[src/rtl/pixbuf_pkg.sv]
// Shared constants, FSM state type and idle pin values for the pixel buffer arbiter.
package pixbuf_pkg;

  localparam int PB_ADDR_W       = 19;
  localparam int PB_DATA_W       = 32;
  localparam int PB_RD_LAT       = 2;
  localparam int PB_MAX_RD_BURST = 16;

  typedef enum logic [1:0] {
    IDLE = 2'd0,
    RD   = 2'd1,
    TURN = 2'd2,
    WR   = 2'd3
  } pixbuf_state_e;

  localparam logic IDLE_ADSC_N = 1'b1;
  localparam logic IDLE_CE_N   = 1'b1;
  localparam logic IDLE_WE_N   = 1'b1;
  localparam logic IDLE_DQ_OE  = 1'b0;

endpackage

[src/rtl/pixbuf_rd_pipe.sv]
// Tracks in-flight SSRAM reads and registers the returned word out one cycle
// after DQ is sampled.
module pixbuf_rd_pipe #(
  parameter int DATA_W = pixbuf_pkg::PB_DATA_W,
  parameter int RD_LAT = pixbuf_pkg::PB_RD_LAT
) (
  input  logic              clk,
  input  logic              rst_n,
  input  logic              issue,
  input  logic [DATA_W-1:0] dq_in,
  output logic              busy,
  output logic              rvalid,
  output logic [DATA_W-1:0] rdata
);

  // Bit k set means a read was on the pins k cycles ago; bit RD_LAT is the sample cycle.
  logic [RD_LAT:0]   vld_q, vld_d;
  logic              rvalid_q, rvalid_d;
  logic [DATA_W-1:0] rdata_q, rdata_d;

  always_comb begin
    vld_d    = {vld_q[RD_LAT-1:0], issue};
    rvalid_d = vld_q[RD_LAT];
    rdata_d  = vld_q[RD_LAT] ? dq_in : rdata_q;
  end

  always_ff @(posedge clk or negedge rst_n) begin
    if (!rst_n) begin
      vld_q    <= '0;
      rvalid_q <= 1'b0;
      rdata_q  <= '0;
    end else begin
      vld_q    <= vld_d;
      rvalid_q <= rvalid_d;
      rdata_q  <= rdata_d;
    end
  end

  assign busy   = |vld_q;
  assign rvalid = rvalid_q;
  assign rdata  = rdata_q;

endmodule

[src/rtl/pixel_buffer_arbiter.sv]
// Arbitrates the single-port pipelined SSRAM between scanout reads and PPU writes.
// Handshake: a transfer happens on a rising edge where valid and ready are both high.
module pixel_buffer_arbiter
  import pixbuf_pkg::*;
#(
  parameter int ADDR_W       = PB_ADDR_W,
  parameter int DATA_W       = PB_DATA_W,
  parameter int RD_LAT       = PB_RD_LAT,
  parameter int MAX_RD_BURST = PB_MAX_RD_BURST
) (
  input  logic                                  CLOCK_50,
  input  logic                                  reset_n,
  input  logic                                  rd_valid,
  input  logic [ADDR_W-1:0]                     rd_addr,
  output logic                                  rd_ready,
  output logic                                  rd_rvalid,
  output logic [DATA_W-1:0]                     rd_rdata,
  input  logic                                  wr_valid,
  input  logic [ADDR_W-1:0]                     wr_addr,
  input  logic [DATA_W-1:0]                     wr_data,
  input  logic [DATA_W/8-1:0]                   wr_be,
  output logic                                  wr_ready,
  output logic [ADDR_W-1:0]                     sram_addr,
  output logic                                  sram_adsc_n,
  output logic                                  sram_ce_n,
  output logic                                  sram_we_n,
  output logic                                  sram_oe_n,
  output logic [DATA_W/8-1:0]                   sram_be_n,
  output logic [DATA_W-1:0]                     sram_dq_out,
  output logic                                  sram_dq_oe,
  input  logic [DATA_W-1:0]                     sram_dq_in,
  output logic [1:0]                            dbg_state,
  output logic [$clog2(MAX_RD_BURST+1)-1:0]     dbg_rd_streak,
  output logic [$clog2(RD_LAT+1)-1:0]           dbg_drain
);

  localparam int BE_W     = DATA_W / 8;
  localparam int STREAK_W = $clog2(MAX_RD_BURST + 1);
  localparam int DRAIN_W  = $clog2(RD_LAT + 1);
  localparam logic [STREAK_W-1:0] STREAK_MAX = STREAK_W'(MAX_RD_BURST);
  localparam logic [DRAIN_W-1:0]  DRAIN_LOAD = DRAIN_W'(RD_LAT);

  pixbuf_state_e       state_q, state_d;
  logic [STREAK_W-1:0] rd_streak_q, rd_streak_d;
  logic [DRAIN_W-1:0]  drain_q, drain_d;
  logic [ADDR_W-1:0]   addr_q, addr_d;
  logic                adsc_n_q, adsc_n_d;
  logic                ce_n_q, ce_n_d;
  logic                we_n_q, we_n_d;
  logic [BE_W-1:0]     be_n_q, be_n_d;
  logic [DATA_W-1:0]   dq_out_q, dq_out_d;
  logic                dq_oe_q, dq_oe_d;
  logic                force_wr, rd_grant, wr_grant, rd_busy;

  // A starved write keeps rd_ready low through the read-to-write turnaround.
  always_comb begin
    force_wr = wr_valid && (rd_streak_q >= STREAK_MAX);
    wr_ready = wr_valid && (drain_q == '0) && (!rd_valid || force_wr);
    rd_ready = !force_wr && !wr_ready;
    rd_grant = rd_valid && rd_ready;
    wr_grant = wr_valid && wr_ready;
  end

  always_comb begin
    state_d     = state_q;
    rd_streak_d = '0;
    drain_d     = (drain_q != '0) ? drain_q - DRAIN_W'(1) : '0;
    addr_d      = addr_q;
    dq_out_d    = dq_out_q;
    adsc_n_d    = IDLE_ADSC_N;
    ce_n_d      = IDLE_CE_N;
    we_n_d      = IDLE_WE_N;
    be_n_d      = '1;
    dq_oe_d     = IDLE_DQ_OE;

    if (wr_grant) begin
      rd_streak_d = '0;
    end else if (rd_grant) begin
      rd_streak_d = (rd_streak_q < STREAK_MAX) ? rd_streak_q + STREAK_W'(1) : rd_streak_q;
    end else if (force_wr) begin
      rd_streak_d = rd_streak_q;
    end

    if (rd_grant) begin
      drain_d  = DRAIN_LOAD;
      addr_d   = rd_addr;
      adsc_n_d = 1'b0;
      ce_n_d   = 1'b0;
      be_n_d   = '0;
    end else if (wr_grant) begin
      addr_d   = wr_addr;
      dq_out_d = wr_data;
      adsc_n_d = 1'b0;
      ce_n_d   = 1'b0;
      we_n_d   = 1'b0;
      be_n_d   = ~wr_be;
      dq_oe_d  = 1'b1;
    end

    case (state_q)
      IDLE: begin
        if (rd_grant)      state_d = RD;
        else if (wr_grant) state_d = WR;
        else               state_d = IDLE;
      end
      RD, TURN: begin
        if (rd_grant)                           state_d = RD;
        else if (wr_grant)                      state_d = WR;
        else if (wr_valid && (drain_q != '0))   state_d = TURN;
        else                                    state_d = IDLE;
      end
      WR: begin
        if (rd_grant)      state_d = RD;
        else if (wr_grant) state_d = WR;
        else               state_d = IDLE;
      end
      default: state_d = IDLE;
    endcase
  end

  always_ff @(posedge CLOCK_50 or negedge reset_n) begin
    if (!reset_n) begin
      state_q     <= IDLE;
      rd_streak_q <= '0;
      drain_q     <= '0;
      addr_q      <= '0;
      dq_out_q    <= '0;
      adsc_n_q    <= 1'b1;
      ce_n_q      <= 1'b1;
      we_n_q      <= 1'b1;
      be_n_q      <= '1;
      dq_oe_q     <= 1'b0;
    end else begin
      state_q     <= state_d;
      rd_streak_q <= rd_streak_d;
      drain_q     <= drain_d;
      addr_q      <= addr_d;
      dq_out_q    <= dq_out_d;
      adsc_n_q    <= adsc_n_d;
      ce_n_q      <= ce_n_d;
      we_n_q      <= we_n_d;
      be_n_q      <= be_n_d;
      dq_oe_q     <= dq_oe_d;
    end
  end

  pixbuf_rd_pipe #(
    .DATA_W (DATA_W),
    .RD_LAT (RD_LAT)
  ) u_rd_pipe (
    .clk    (CLOCK_50),
    .rst_n  (reset_n),
    .issue  (rd_grant),
    .dq_in  (sram_dq_in),
    .busy   (rd_busy),
    .rvalid (rd_rvalid),
    .rdata  (rd_rdata)
  );

  // Output enable spans command through sample cycle of the newest read.
  assign sram_oe_n     = !rd_busy || dq_oe_q;
  assign sram_addr     = addr_q;
  assign sram_adsc_n   = adsc_n_q;
  assign sram_ce_n     = ce_n_q;
  assign sram_we_n     = we_n_q;
  assign sram_be_n     = be_n_q;
  assign sram_dq_out   = dq_out_q;
  assign sram_dq_oe    = dq_oe_q;
  assign dbg_state     = state_q;
  assign dbg_rd_streak = rd_streak_q;
  assign dbg_drain     = drain_q;

endmodule
[config.mk]
export PLATFORM = sky130hd
export DESIGN_NAME = pixel_buffer_arbiter
export DESIGN_NICKNAME = d
export VERILOG_FILES = /design/src/rtl/pixbuf_pkg.sv /design/src/rtl/pixbuf_rd_pipe.sv /design/src/rtl/pixel_buffer_arbiter.sv
export SDC_FILE = /design/constraint.sdc
export NUM_CORES = 1
export LEC_CHECK = 0
export CAP_MARGIN = 20
export CORE_MARGIN = 8
export CORE_UTILIZATION = 45
export DETAILED_ROUTE_END_ITERATION = 8
export DONT_BUFFER_PORTS = 1
export PLACE_DENSITY = 0.65
export SLEW_MARGIN = 25
export SYNTH_ARGS = -nofsm -noshare
export SYNTH_HDL_FRONTEND = slang
export SYNTH_SLANG_ARGS = --single-unit
[constraint.sdc]
create_clock -name CLOCK_50 -period 2.4 [get_ports CLOCK_50]
set_input_delay 0.48 -clock CLOCK_50 [delete_from_list [all_inputs] [get_ports CLOCK_50]]
set_output_delay 0.48 -clock CLOCK_50 [all_outputs]
set_load 0.01 [all_outputs]
# After elaboration in Yosys (flattened, before gate mapping)
# Index checks and enable logic that the tools add are counted.
dict set report word_totals {
  ff_bits 103
  latch_bits 0
  ramBits 0
  rom_bits 0
  input_bits 110
  output_inout_bits 104
  wordCells 66
  n_memories 0
}
dict set report op_classes {
  n_addsub 2
  mul 0
  div 0
  order_cmp 2
  eq_ne 5
  n_shift 0
  n_mux 21
  n_bitwise 2
  reduce_logical 22
}
# operator count
set ops {}
lappend ops {{19-bit two-way mux} 2}
lappend ops {{5-bit two-way mux} 4}
lappend ops {{2-bit two-way mux} 7}
lappend ops {{4-bit two-way mux} 2}
lappend ops {{1-bit logical AND} 7}
lappend ops {{3-bit by 1-bit != test with 1-bit output, second input constant} 2}
lappend ops {{5-bit by 1-bit adder with 5-bit output, second input constant} 1}
lappend ops {{5-bit >= comparator, second input constant} 1}
lappend ops {{5-bit less-than comparator, second input constant} 1}
lappend ops {{1-bit two-way mux} 5}
lappend ops {{2-bit equality test, second input constant} 2}
lappend ops {{1-bit logical NOT} 4}
lappend ops {{2-bit logical NOT} 2}
lappend ops {{4-bit inverter} 1}
lappend ops {{2-bit one-hot mux with 2 select lines} 1}
lappend ops {{2-bit AND reduction} 2}
lappend ops {{2-bit nonzero test} 2}
lappend ops {{2-bit OR reduction} 2}
lappend ops {{3-bit OR reduction} 1}
lappend ops {{2-bit by 1-bit equality test with 1-bit output, second input constant} 1}
lappend ops {{1-bit logical OR} 2}
lappend ops {{2-bit by 1-bit subtractor with 2-bit output, second input constant} 1}
lappend ops {{1-bit inverter} 1}

# Longest topological paths before layout
dict set report depth {
  depth_word 9
  ltp_mapped 6
  depth_no_buf 4
}

# Hierarchy
# From an unflattened synthesis, not the netlist that was laid out.
dict set report unflattened {
  cells_unflattened 280
  area_unflattened_um2 4314.1
}
# mod instances cells_each area_per_inst_um2 seq_area_each_um2
set modules_own_cells {}
lappend modules_own_cells {pixel_buffer_arbiter 1 207 2892.8 1684.1}
lappend modules_own_cells {pixbuf_rd_pipe 1 73 1421.4 900.9}

# Least setup slack after synthesis
# OpenSTA, ideal clock, no wires.
dict set report synth_timing {
  path_kind {input port to output port}
  startpoint {input port wr_valid}
  endpoint {output port rd_ready}
  arrival_ps 1252
  t_required_ps 1920
  setup_slack_ps 668
  cell_stages 6
  path_buffers 2
  path_cell_list {nor3b_2 buf_6 nand2_4 inv_8 buf_12 a21oi_1}
}
dict set report synth_between {
  elab_chain_cells 5
  elab_cells_between_ends 7
  classes_between {reduce/logical: 7}
}
# item line
set synth_lines {}
lappend synth_lines {{start, declared} pixel_buffer_arbiter.sv:18} ;# input logic wr_valid,
lappend synth_lines {{1-bit logical AND} pixel_buffer_arbiter.sv:57} ;# force_wr = wr_valid && (rd_streak_q >= STREAK_MAX);
lappend synth_lines {{1-bit logical OR} pixel_buffer_arbiter.sv:58} ;# wr_ready = wr_valid && (drain_q == '0) && (!rd_valid || force_wr);
lappend synth_lines {{1-bit logical AND *} pixel_buffer_arbiter.sv:58}
lappend synth_lines {{named net wr_ready} pixel_buffer_arbiter.sv:22} ;# output logic wr_ready,
lappend synth_lines {{1-bit logical NOT *} pixel_buffer_arbiter.sv:59} ;# rd_ready = !force_wr && !wr_ready;
lappend synth_lines {{1-bit logical AND *} pixel_buffer_arbiter.sv:59}
lappend synth_lines {{end, declared} pixel_buffer_arbiter.sv:15} ;# output logic rd_ready,
# Mark *: on every way through the listed nets, which the timed path passes. The rest lies on a longest branch.

# Final worst setup path
dict set report layout_timing {
  startpoint {register rd_streak_q[4], in the netlist dbg_rd_streak[4]}
  endpoint {output port rd_ready}
}
dict set report layout_between {
  elab_chain_cells 6
  elab_cells_between_ends 7
  classes_between {order compare: 1; reduce/logical: 6}
}
# item line
set layout_lines {}
lappend layout_lines {{start, declared} pixel_buffer_arbiter.sv:44} ;# logic [STREAK_W-1:0] rd_streak_q, rd_streak_d;
lappend layout_lines {{start signal, assigned} pixel_buffer_arbiter.sv:135} ;# rd_streak_q <= rd_streak_d;
lappend layout_lines {{5-bit >= comparator} pixel_buffer_arbiter.sv:57}
lappend layout_lines {{1-bit logical AND} pixel_buffer_arbiter.sv:57}
lappend layout_lines {{1-bit logical OR} pixel_buffer_arbiter.sv:58}
lappend layout_lines {{1-bit logical AND} pixel_buffer_arbiter.sv:58}
lappend layout_lines {{named net wr_ready} pixel_buffer_arbiter.sv:22}
lappend layout_lines {{1-bit logical NOT} pixel_buffer_arbiter.sv:59}
lappend layout_lines {{1-bit logical AND} pixel_buffer_arbiter.sv:59}
# The timed path passes the listed nets, and every way through them passes these cells.

==> run metrics <==
PD cells=between 1000 and 1500 nW/µm²; register area=between 2000 and 3000 µm²; Avg Cell Area, Syn=14.9 µm²; pre-CTS WS=0.582 ns; number of synthesized flops with an enable pin=0; layout cells sized above 1=32.6%; failing checks=hold timing; count of final max-slew check failures=0; Multi-input gate area=1440 µm²; Layout Cells excl Fill=between 300 and 400; initial antenna violation count=0; Yosys cell types=35; # placed instances=377; CP cell instances=nand2b_1 -> nand2_4 -> inv_8 -> a21oi_1; drt drc=0; TritonCTS clock tree=yes; CP required=1.92 ns; routability cong.=0.752; # IOs=between 200 and 250; clock latency on the worst-skew pair=0.35 ns; DRT Pass-1 Iters=4; status=finished with violations; critical-path maximum fanout=34; Sink Count=103; Post-CTS Resized=0; number of buffers created by CTS=9; multiplexer share of the synthesized area=24.6%; final worst slack=between 0.2 and 0.25 ns; dpl hpwl=6900 µm; Initial Util=between 40% and 50%; n_diodes=0; cell type group with the largest total delay on the critical path=flip-flops; CP startpoint kind=register; largest net degree at the start of global routing=104; vias in the first global route=2354; clock skew=0.0185 ns; area of the mapped netlist=4180 µm²; largest cells by area after synthesis=dfrtp_1 (58%), mux2_4 (10%), mux2_2 (10%); post-synthesis compound-gate area fraction=4.46%; fin crit share=90.2%; highest clock rate=around 460 MHz; Chip Width=112 µm; WL/cell=roughly 23 µm; synthesis-stage register bit count=103; Worst path slowest cell=dfrtp_1; GRT overflow=0; VDD IR max=0.341 mV; # H-tree levels=3; post-synthesis adder-cell area fraction=0.299%; die area=between 10000 and 15000 µm²; clk root buf=clkbuf_8; Slew HR=69.0%; RSZ-0062 raised after global routing=false; largest family of logic cells by synthesized area=multiplexers; Synth async-reset ratio=100%; Final Hold Fails=100; crit path DAT=between 1.5 and 2 ns; Power Total=4.87 mW; WHS=-0.187 ns; Min-Delay Path Class=in -> async; Routed Wire Length=9130 µm; Post-Syn Instances=280; CORE AREA=approximately 9200 µm²; Yosys top cell area share=58.0%; simple-gate share of the synthesized area=4.13%; DRT iter0 DRCs=90; CP Buf/Inv Count=1; Syn Nets=391; Synth area leader=dfrtp_1; CP Capture Type=output pin; Slew @ Worst Pin=0.465 ns; yosys warns=0; Max Cap Violations=0; Setup-failing EPs final=0; first-pass GRT wire length=14200 µm; # Post-CTS Setup Buffers=0; routed vias=2164; Area Growth Syn to Fin=4.67%; final setup TNS=0 ns; Final #Nets=388; post-synthesis xor/xnor area fraction=0.628%; Fill cells=778; gr usage total=14.5%; DRT antenna net count=0; Seq/Total Area, Yosys=61.8%; Crit Path Category=reg -> out; Clock Path Buffers=2; IO Port Bufs=0; row cnt=35; clk slew on worst S/H paths=0.10 ns; Period minus WS final=2.16 ns; Die Ht=112 µm; Via density=between 5 and 6; dominant synthesized flop cell=dfrtp_1; Max stage delay on crit path=just over 0.6 ns; reported leakage power=1.91 nW
-- path summary, 6_finish.rpt --
kind,start,to,slack (ns),cells past startpoint
min reg2reg,u_rd_pipe.vld_q[0],u_rd_pipe.vld_q[1],0.37,0
max,dbg_rd_streak[4],rd_ready,0.24,4
max in group asynchronous,reset_n,sram_we_n,2.37,0
min in group CLOCK_50,wr_be[0],sram_be_n[0],0.17,1
max reg2reg,dbg_drain[1],dbg_rd_streak[3],0.62,4
min,reset_n,sram_dq_out[16],-0.19,0
-- per-layer routing --
layer / track usage [%] / routed length, µm / vias up
li1: - / - / 956
met1: 16.2 / 3490 / 1040
met2: 22.3 / 4230 / 158
met3: 9.02 / 1270 / 10
met4: 4.86 / 133 / 0
met5: 0 / 0 / -
-- metrics by stage --
step,utilization [%],area [µm²]
floorplan,-,4180
global placement,46.0,4210
detailed placement,46.0,4210
CTS,47.8,4380
global route,47.8,4380
finish,47.8,4380
-- Yosys cell counts, types with 2 or more instances --
| library cell | number |
|---|---|
| nand2_1 | 19 |
| nor2_1 | 4 |
| buf_4 | 2 |
| buf_2 | 7 |
| a21o_1 | 2 |
| inv_1 | 3 |
| mux2i_1 | 19 |
| mux2_4 | 28 |
| dfstp_2 | 6 |
| buf_12 | 3 |
| nand3_1 | 2 |
| nand2b_1 | 2 |
| mux2_2 | 37 |
| buf_6 | 3 |
| clkbuf_1 | 2 |
| a21oi_1 | 5 |
| o21ai_0 | 21 |
| dfrtp_1 | 97 |
| xnor2_1 | 2 |
-- sequential cells by signal, indices dropped and copies added, names as in the netlist --
register / flops
sram_addr: 19
sram_dq_out: 32
sram_be_n: 4
sram_dq_oe: 1
u_rd_pipe.rvalid: 1
u_rd_pipe.rdata: 32
dbg_drain: 2
dbg_state: 2
dbg_rd_streak: 5
u_rd_pipe.vld_q: 3
sram_ce_n: 1
sram_we_n: 1
-- cell type report --
class	instances	share of cell area, %
clock buffer	12	3.09
multi-input combinational	156	32.9
inverter	4	0.514
sequential	103	59.0
timing repair buffer	3	0.514
tap	111	3.17
clock inverter	4	0.743
-- report_power, final --
part	switching, mW	internal [mW]
clock network	0.558	0.387
registers	0.721	2.28
logic	0.319	0.610
total	1.60	3.27
-- worst register-to-register path, stage by stage, from the launching register on --
cell and delay (ns):
dfrtp_1 0.50, nor3b_4 0.29, buf_4 0.39, nor2_1 0.18, a211o_1 0.31
-- placed cells by master, fill, tap and decap left out, types with 2 or more instances in the layout --
cell,count
clkinvlp_4,2
xnor2_1,2
nor2_1,4
inv_1,3
nand2_1,19
inv_6,2
a21o_1,2
mux2_4,28
dfrtp_1,97
nand3_1,2
nand2b_1,2
mux2i_1,19
dfstp_2,6
clkbuf_1,3
o21ai_0,21
a21oi_1,5
clkbuf_8,9
buf_4,3
mux2_2,37
-- cells by family after synthesis --
logic type      Yosys count
flops                   103
mux                      84
simple gates             35
compound gates           33
buf+inv                  21
xor+xnor                  3
fa+ha+maj                 1
Note: power is estimated with default switching activity, not from simulation.
